### config.mk
export PLATFORM = sky130hd
export DESIGN_NAME = alk_shift_seq
export DESIGN_NICKNAME = d
export VERILOG_FILES = /design/src/rtl/alk_shift_seq.sv
export SDC_FILE = /design/constraint.sdc
export NUM_CORES = 1
export LEC_CHECK = 0
export ABC_CLOCK_PERIOD_IN_PS = 1730
export CORE_MARGIN = 5
export CORE_UTILIZATION = 44
export DETAILED_ROUTE_END_ITERATION = 6
export PLACE_DENSITY_LB_ADDON = 0.05
export SLEW_MARGIN = 20
export SYNTH_ARGS = -nofsm -noshare
export SYNTH_HDL_FRONTEND = slang
export SYNTH_SLANG_ARGS = --single-unit
### constraint.sdc
create_clock -name clk_h -period 1.73 [get_ports clk_h]
set_input_delay 0.2595 -clock clk_h [delete_from_list [all_inputs] [get_ports clk_h]]
set_output_delay 0.2595 -clock clk_h [all_outputs]
set_load 0.05 [all_outputs]
### src/rtl/alk_shift_seq.sv
// alk_shift_seq: sequencer for multi-step single-bit ALU shifts.
// Every step strobes the ALU result register, selects the shift direction
// and supplies the shift-in bit. It also records the last bit shifted out.
// Optional feature macro: ALK_SHIFT_SEQ_STICKY_EN. When it is defined,
// sticky_h is the OR of all bits shifted out. When it is undefined, there is
// no sticky register and sticky_h is tied low.
//
// state    | meaning
// ---------+-----------------------------------------------------------
// ST_IDLE  | waiting for start_h; last_out/sticky hold previous result
// ST_SHIFT | one shift step per cycle, alu_wen_h asserted
// ST_DONE  | single-cycle done_h pulse, then back to idle
module alk_shift_seq (
    input  logic       clk_h,
    input  logic       reset_l,
    input  logic       start_h,
    input  logic       dir_shl_h,
    input  logic [4:0] count_h,
    input  logic [1:0] fill_h,
    input  logic       link_in_h,
    input  logic       alu_sout_shl_h,
    input  logic       alu_sout_shr_h,
    output logic       alu_shl_en_h,
    output logic       alu_shr_en_h,
    output logic       alu_sin_h,
    output logic       alu_wen_h,
    output logic       busy_h,
    output logic       done_h,
    output logic       last_out_h,
    output logic       sticky_h
);

    typedef enum logic [1:0] {
        ST_IDLE  = 2'd0,
        ST_SHIFT = 2'd1,
        ST_DONE  = 2'd2
    } state_t;

    localparam logic [1:0] FILL_ZERO  = 2'b00;
    localparam logic [1:0] FILL_ONE   = 2'b01;
    localparam logic [1:0] FILL_CHAIN = 2'b10;
    localparam logic [1:0] FILL_LINK  = 2'b11;

    state_t     r_state;
    state_t     w_state_nxt;
    logic [4:0] r_count;
    logic       r_dir;
    logic [1:0] r_fill;
    logic       r_last_out;
    logic       r_first;

    logic       w_accept;
    logic       w_in_shift;
    logic       w_sout;
    logic       w_fill_bit;

    assign w_accept   = (r_state == ST_IDLE) && start_h;
    assign w_in_shift = (r_state == ST_SHIFT);

    // The shifted-out bit comes from whichever ALU end matches the latched direction.
    assign w_sout = r_dir ? alu_sout_shl_h : alu_sout_shr_h;

    // State register.
    always_ff @(posedge clk_h or negedge reset_l) begin
        if (!reset_l) begin
            r_state <= ST_IDLE;
        end else begin
            r_state <= w_state_nxt;
        end
    end

    // Next-state decode. A zero count skips SHIFT and goes straight to the done pulse.
    always_comb begin
        w_state_nxt = r_state;
        case (r_state)
            ST_IDLE: begin
                if (start_h) begin
                    if (count_h != 5'd0) begin
                        w_state_nxt = ST_SHIFT;
                    end else begin
                        w_state_nxt = ST_DONE;
                    end
                end
            end
            ST_SHIFT: begin
                if (r_count == 5'd1) begin
                    w_state_nxt = ST_DONE;
                end
            end
            ST_DONE: begin
                w_state_nxt = ST_IDLE;
            end
            default: begin
                w_state_nxt = ST_IDLE;
            end
        endcase
    end

    // Latch the request at start. In SHIFT, count steps down and capture each shifted-out bit.
    always_ff @(posedge clk_h or negedge reset_l) begin
        if (!reset_l) begin
            r_count    <= 5'd0;
            r_dir      <= 1'b0;
            r_fill     <= 2'b00;
            r_last_out <= 1'b0;
            r_first    <= 1'b0;
        end else if (w_accept) begin
            r_count    <= count_h;
            r_dir      <= dir_shl_h;
            r_fill     <= fill_h;
            r_last_out <= 1'b0;
            r_first    <= 1'b1;
        end else if (w_in_shift) begin
            r_count    <= r_count - 5'd1;
            r_last_out <= w_sout;
            r_first    <= 1'b0;
        end
    end

`ifdef ALK_SHIFT_SEQ_STICKY_EN
    logic r_sticky;

    // Sticky accumulates every shifted-out bit since the last accepted start.
    always_ff @(posedge clk_h or negedge reset_l) begin
        if (!reset_l) begin
            r_sticky <= 1'b0;
        end else if (w_accept) begin
            r_sticky <= 1'b0;
        end else if (w_in_shift) begin
            r_sticky <= r_sticky | w_sout;
        end
    end

    assign sticky_h = r_sticky;
`else
    assign sticky_h = 1'b0;
`endif

    // Shift-in source selection. Chain mode reuses the registered last_out rather than
    // the live ALU sout, so no combinational path runs through the ALU shift pads.
    // The first chain step has no previous bit, so it takes link_in_h instead.
    always_comb begin
        w_fill_bit = 1'b0;
        case (r_fill)
            FILL_ZERO:  w_fill_bit = 1'b0;
            FILL_ONE:   w_fill_bit = 1'b1;
            FILL_CHAIN: w_fill_bit = r_first ? link_in_h : r_last_out;
            FILL_LINK:  w_fill_bit = link_in_h;
            default:    w_fill_bit = 1'b0;
        endcase
    end

    assign alu_wen_h    = w_in_shift;
    assign alu_shl_en_h = w_in_shift && r_dir;
    assign alu_shr_en_h = w_in_shift && !r_dir;
    assign alu_sin_h    = w_in_shift && w_fill_bit;
    assign busy_h       = (r_state != ST_IDLE);
    assign done_h       = (r_state == ST_DONE);
    assign last_out_h   = r_last_out;

endmodule

## Word-level counts from Yosys, hierarchy flattened

Cells that the tools add are included.

| operators by class | value |
|---|---|
| add/subtract/negate cells | 1 |
| eq/ne operators | 8 |
| muxes and demuxes | 13 |
| reductions and logical operators | 11 |

Operators by type and width:

| cell | number |
|---|---|
| 5-bit two-way mux | 2 |
| 2-bit == test, second input constant | 3 |
| 1-bit two-way mux | 6 |
| 2-bit two-way mux | 3 |
| 5-bit by 1-bit == test with 1-bit output, second input constant | 1 |
| 5-bit nonzero test | 1 |
| 5-bit by 1-bit subtractor with 5-bit output, second input constant | 1 |
| 2-bit by 1-bit == test with 1-bit output, second input constant | 2 |
| 1-bit logical AND | 4 |
| 2-bit logical NOT | 2 |
| 1-bit case mux with 4 select lines | 1 |
| 2-bit case mux with 2 select lines | 1 |
| 2-bit nonzero test | 2 |
| 2-bit by 1-bit inequality test with 1-bit output, second input constant | 1 |
| 2-bit inequality test, second input constant | 1 |
| 2-bit AND reduction | 1 |
| 1-bit logical NOT | 1 |

| storage, ports and cells | value |
|---|---|
| bits in registers | 12 |
| input bits | 14 |
| output and inout bits | 8 |
| logic and storage cells | 39 |

## Logic depth before layout (Yosys ltp)

| depth | value |
|---|---|
| depth in word-level cells | 4 |
| gate-level depth with buffers | 5 |
| mapped depth without buffers | 5 |

## Worst setup path before layout

OpenSTA, ideal clock, no wires.

| path | value |
|---|---|
| path type | reg2out |
| start | reg r_last_out (netlist: last_out_h) |
| end | out alu_sin_h |
| data arrival time | 1.768 ns |
| data required time | 1.470 ns |
| slack | -0.297 ns |
| stages on the path, launching flop included | 4 |
| buffers on the path | 0 |
| cells stage by stage | dfrtp_1 > nor4bb_1 > a31oi_1 > a21oi_1 |

| between the ends | value |
|---|---|
| word-level cells in the longest chain between the ends | 3 |

RTL lines:

| item | RTL line | RTL |
|---|---|---|
| start, declared | 49 | `logic r_last_out;` |
| start signal, assigned | 115 | `r_last_out <= w_sout;` |
| 1-bit two-way mux | 147 | `FILL_CHAIN: w_fill_bit = r_first ? link_in_h : r_last_out;` |
| 1-bit case mux with 4 select lines | 144 | `case (r_fill)` |
| 1-bit logical AND | 156 | `assign alu_sin_h = w_in_shift && w_fill_bit;` |
| end, declared | 25 | `output logic alu_sin_h,` |

No other way between the ends.

## Final worst setup path

| path | value |
|---|---|
| start | reg r_fill[0] |
| end | out alu_sin_h |

| between the ends | value |
|---|---|
| word-level cells in the longest chain between the ends | 3 |
| elaborated cells on any way between the ends | 6 |
| classes of those cells | eq/ne (3); mux (1); reduce/logical (2) |

RTL lines:

| item | RTL line | RTL |
|---|---|---|
| start, declared | 48 | `logic [1:0] r_fill;` |
| start signal, assigned | 110 | `r_fill <= fill_h;` |
| 2-bit == test, or another cell as far along | 144 |  |
| 1-bit case mux with 4 select lines * | 144 |  |
| 1-bit logical AND * | 156 |  |

Mark *: on every way between the ends. The rest lies on a longest branch, timed or not.

==> metrics.md <==
| Metric | Value |
|---|---|
| Drt wl/cell | 14.1 um |
| Worst Clk Skew | 0.00480 ns |
| Tot Pwr | 1950 uW |
| Core area | 1490 um2 |
| Final worst slack | 0.0882 ns |
| Remaining Overflow, GRT | 0 |
| Setup bufs post-CTS | 0 |
| Syn_area_per_cell | 9.44 um2 |
| # diodes | 0 |
| Fin. Hold Viols | 0 |
| Fmax achieved | 609 MHz |
| Max-cap check violation count | 0 |
| Async set-reset flop share out of synthesis | 1.00 |
| Full die area | 2460 um2 |
| Lkg Pwr | 0.000452 uW |
| Post-layout instance count excluding filler cells | 114 |
| # DRC | 0 |
| Placed insts | 110 |
| Share of cells above drive strength 1 | 0.245 |
| CTS Buf Count | 3 |
| Starting Density | 0.463 |
| Nets | 115 |
| Cts-stage hold buffer count | 0 |
| Post-route setup TNS | 0 ns |
| CTS max path bufs | 2 |
| CTS-repair resized insts | 0 |
| Worst slew pin tran | 0.551 ns |
| EDFF count, synth | 0 |
| Worst r2r src | r_state[1]$_DFFE_PN0P_ |
| Sequential area share after synthesis | 0.436 |
| Fin crit period | 1.64 ns |
| Die X-Extent | 49.6 um |
| Post-place setup slack | -0.0121 ns |
| Critical Path Fanout Max | 3 |
| Net Count, Synth | 89 |
| Via count | 633 |
| Pwr Density | 1930 nW/um2 |
| Final wirelength | 1610 um |
| Outcome | finished clean |
| Peak supply drop | 0.00105 V |
| Reg clk slew, reported paths | 0.08 ns |
| CP arrival | 1.38 ns |
| CTS H-tree lvls | 1 |
| R2r endpoint | r_fill[0]$_DFFE_PN0P_ |
| Largest net degree at the start of global routing | 13 |
| Post-synthesis cell type count | 32 |
| Synthesized flop and latch total | 12 |
| Die Height | 49.6 um |
| Slew HR | 0.631 |
| Vias per cell | 5.55 |
| Port bufs | 20 |
| Final setup viols | 0 |
| Register area | 300 um2 |
| CTS tree | built |
| Clock Sinks | 12 |
| All-Layer GR Usage | 0.144 |
| Yosys warns | 0 |
| Worst reg2reg path depth | 2 |
| Core Rows | 14 |
| Layout fillers | 127 |
| CTS root buf | clkbuf_4 |
| Mapped Cells | 73 |
| First-pass GRT wire length | 2760 um |
| DRT Pass-1 Iters | 4 |
| RSZ-0062 raised after global routing | yes |
| Hpwl dp | 1230 um |
| Number of global-route vias before repair | 619 |
| Critical Path Start Type | register |
| Initial DRC Count | 17 |
| Flop2flop setup slack | 0.32 ns |
| Critical Path RT | 1.47 ns |
| Slew Limit Fails | 0 |
| Gp weighted congestion | 0.817 |
| Type of the worst setup path | reg2out |
| Num ports | 22 |
| Final ANT Viol Nets | 0 |
| Initial antenna violation count | 0 |
| Predominant post-synthesis flop cell | dfrtp_1 |
| Min-delay worst type | in2async |
| Area of the multi-input gates | 352 um2 |
| Area delta synth->final | 47.0% |
| Worst-Skew Late Latency | 0.28 ns |
| Crit. End Element | primary output |
| Final Cycle Share | 0.949 |
| Post-Synthesis Cell Area | 689 um2 |
[synthesized netlist by cell type, types with 3 or more instances]
cell     count  area share
inv_1        6       0.033
mux2_2       3       0.049
nand2_1      3       0.016
dfrtp_1     12        0.44
nor3_1       4       0.029
buf_2        3       0.022
o21ai_0      4       0.029
a21oi_1      4       0.029
nor2_1       3       0.016
a31oi_1      3       0.027
[state kept, by name, indices dropped and copies added, names as in the netlist]
| signal | flops |
|---|---|
| last_out_h | 1 |
| r_fill | 2 |
| r_first | 1 |
| r_state | 2 |
| r_count | 5 |
| r_dir | 1 |
[layout make-up]
cell class,count,share of cell area
Clock buffer,4,0.0358
Inverter,6,0.0222
Multi-Input combinational cell,51,0.347
Sequential cell,12,0.296
Tap cell,16,0.0198
Timing Repair Buffer,25,0.279
[per-stage QoR]
step	hold WS, ns	cell area, um2	util
5_1_grt	0.361	1010	0.681
3_3_place_gp	0.492	975	0.655
2_1_floorplan	-0.0361	694	-
6_report	0.324	1010	0.681
4_1_cts	0.345	1010	0.679
3_5_place_dp	0.501	975	0.655
[worst max-delay path, stage by stage (launching register included)]
cell	delay [ns]
dfrtp_1	0.39
nor4bb_1	0.28
a31oi_1	0.09
a21oi_2	0.18
buf_12	0.15
[metal layers]
metal | GRT usage | vias to the layer above | wire length [um]
li1 | - | 311 | -
met1 | 0.179 | 297 | 662
met2 | 0.235 | 22 | 783
met3 | 0.0422 | 3 | 138
met4 | 0.0524 | 0 | 26
met5 | 0 | - | 0
[power breakdown]
group / internal (uW) / leakage, uW / switching [uW]
Sequential: 413 / 0.000143 / 113
Clock: 128 / 0.0000210 / 106
Combinational: 557 / 0.000288 / 635
[placed cells by master (no fill, tap or decap), drive strengths merged, types with 2 or more instances in the layout]
cell,synthesis,final
a21oi,4,4
a31oi,3,3
and3,2,2
buf,4,12
clkbuf,0,4
clkdlybuf4s50,0,13
dfrtp,12,12
ha,2,2
inv,6,6
mux2,3,3
nand2,3,3
nand2b,2,2
nor2,3,3
nor2b,2,2
nor3,4,4
o21ai,4,4
o22ai,2,2
o32ai,2,2
[how the worst max path moves through the flow]
stage / startpoint / end / cells past startpoint
after floorplan: last_out_h$_DFFE_PN0P_ / alu_sin_h / 3
after global placement: count_h[0] / r_state[1]$_DFFE_PN0P_ / 4
after detailed placement: count_h[0] / r_state[1]$_DFFE_PN0P_ / 4
after CTS: r_state[1]$_DFFE_PN0P_ / alu_shl_en_h / 4
after global routing: r_fill[0]$_DFFE_PN0P_ / alu_sin_h / 4
final: r_fill[0]$_DFFE_PN0P_ / alu_sin_h / 4
[cells by family (layout without fill, tap and decap cells)]
kind of cell,count (synthesis),in the layout,synth area share
simple gates,26,26,0.225
compound gates,18,18,0.169
flops,12,12,0.436
buf+inv,10,35,0.0653
mux,4,4,0.0635
fa+ha+maj,2,2,0.0363
other cells,1,1,0.00544
Note: power is estimated with default switching activity, not from simulation.
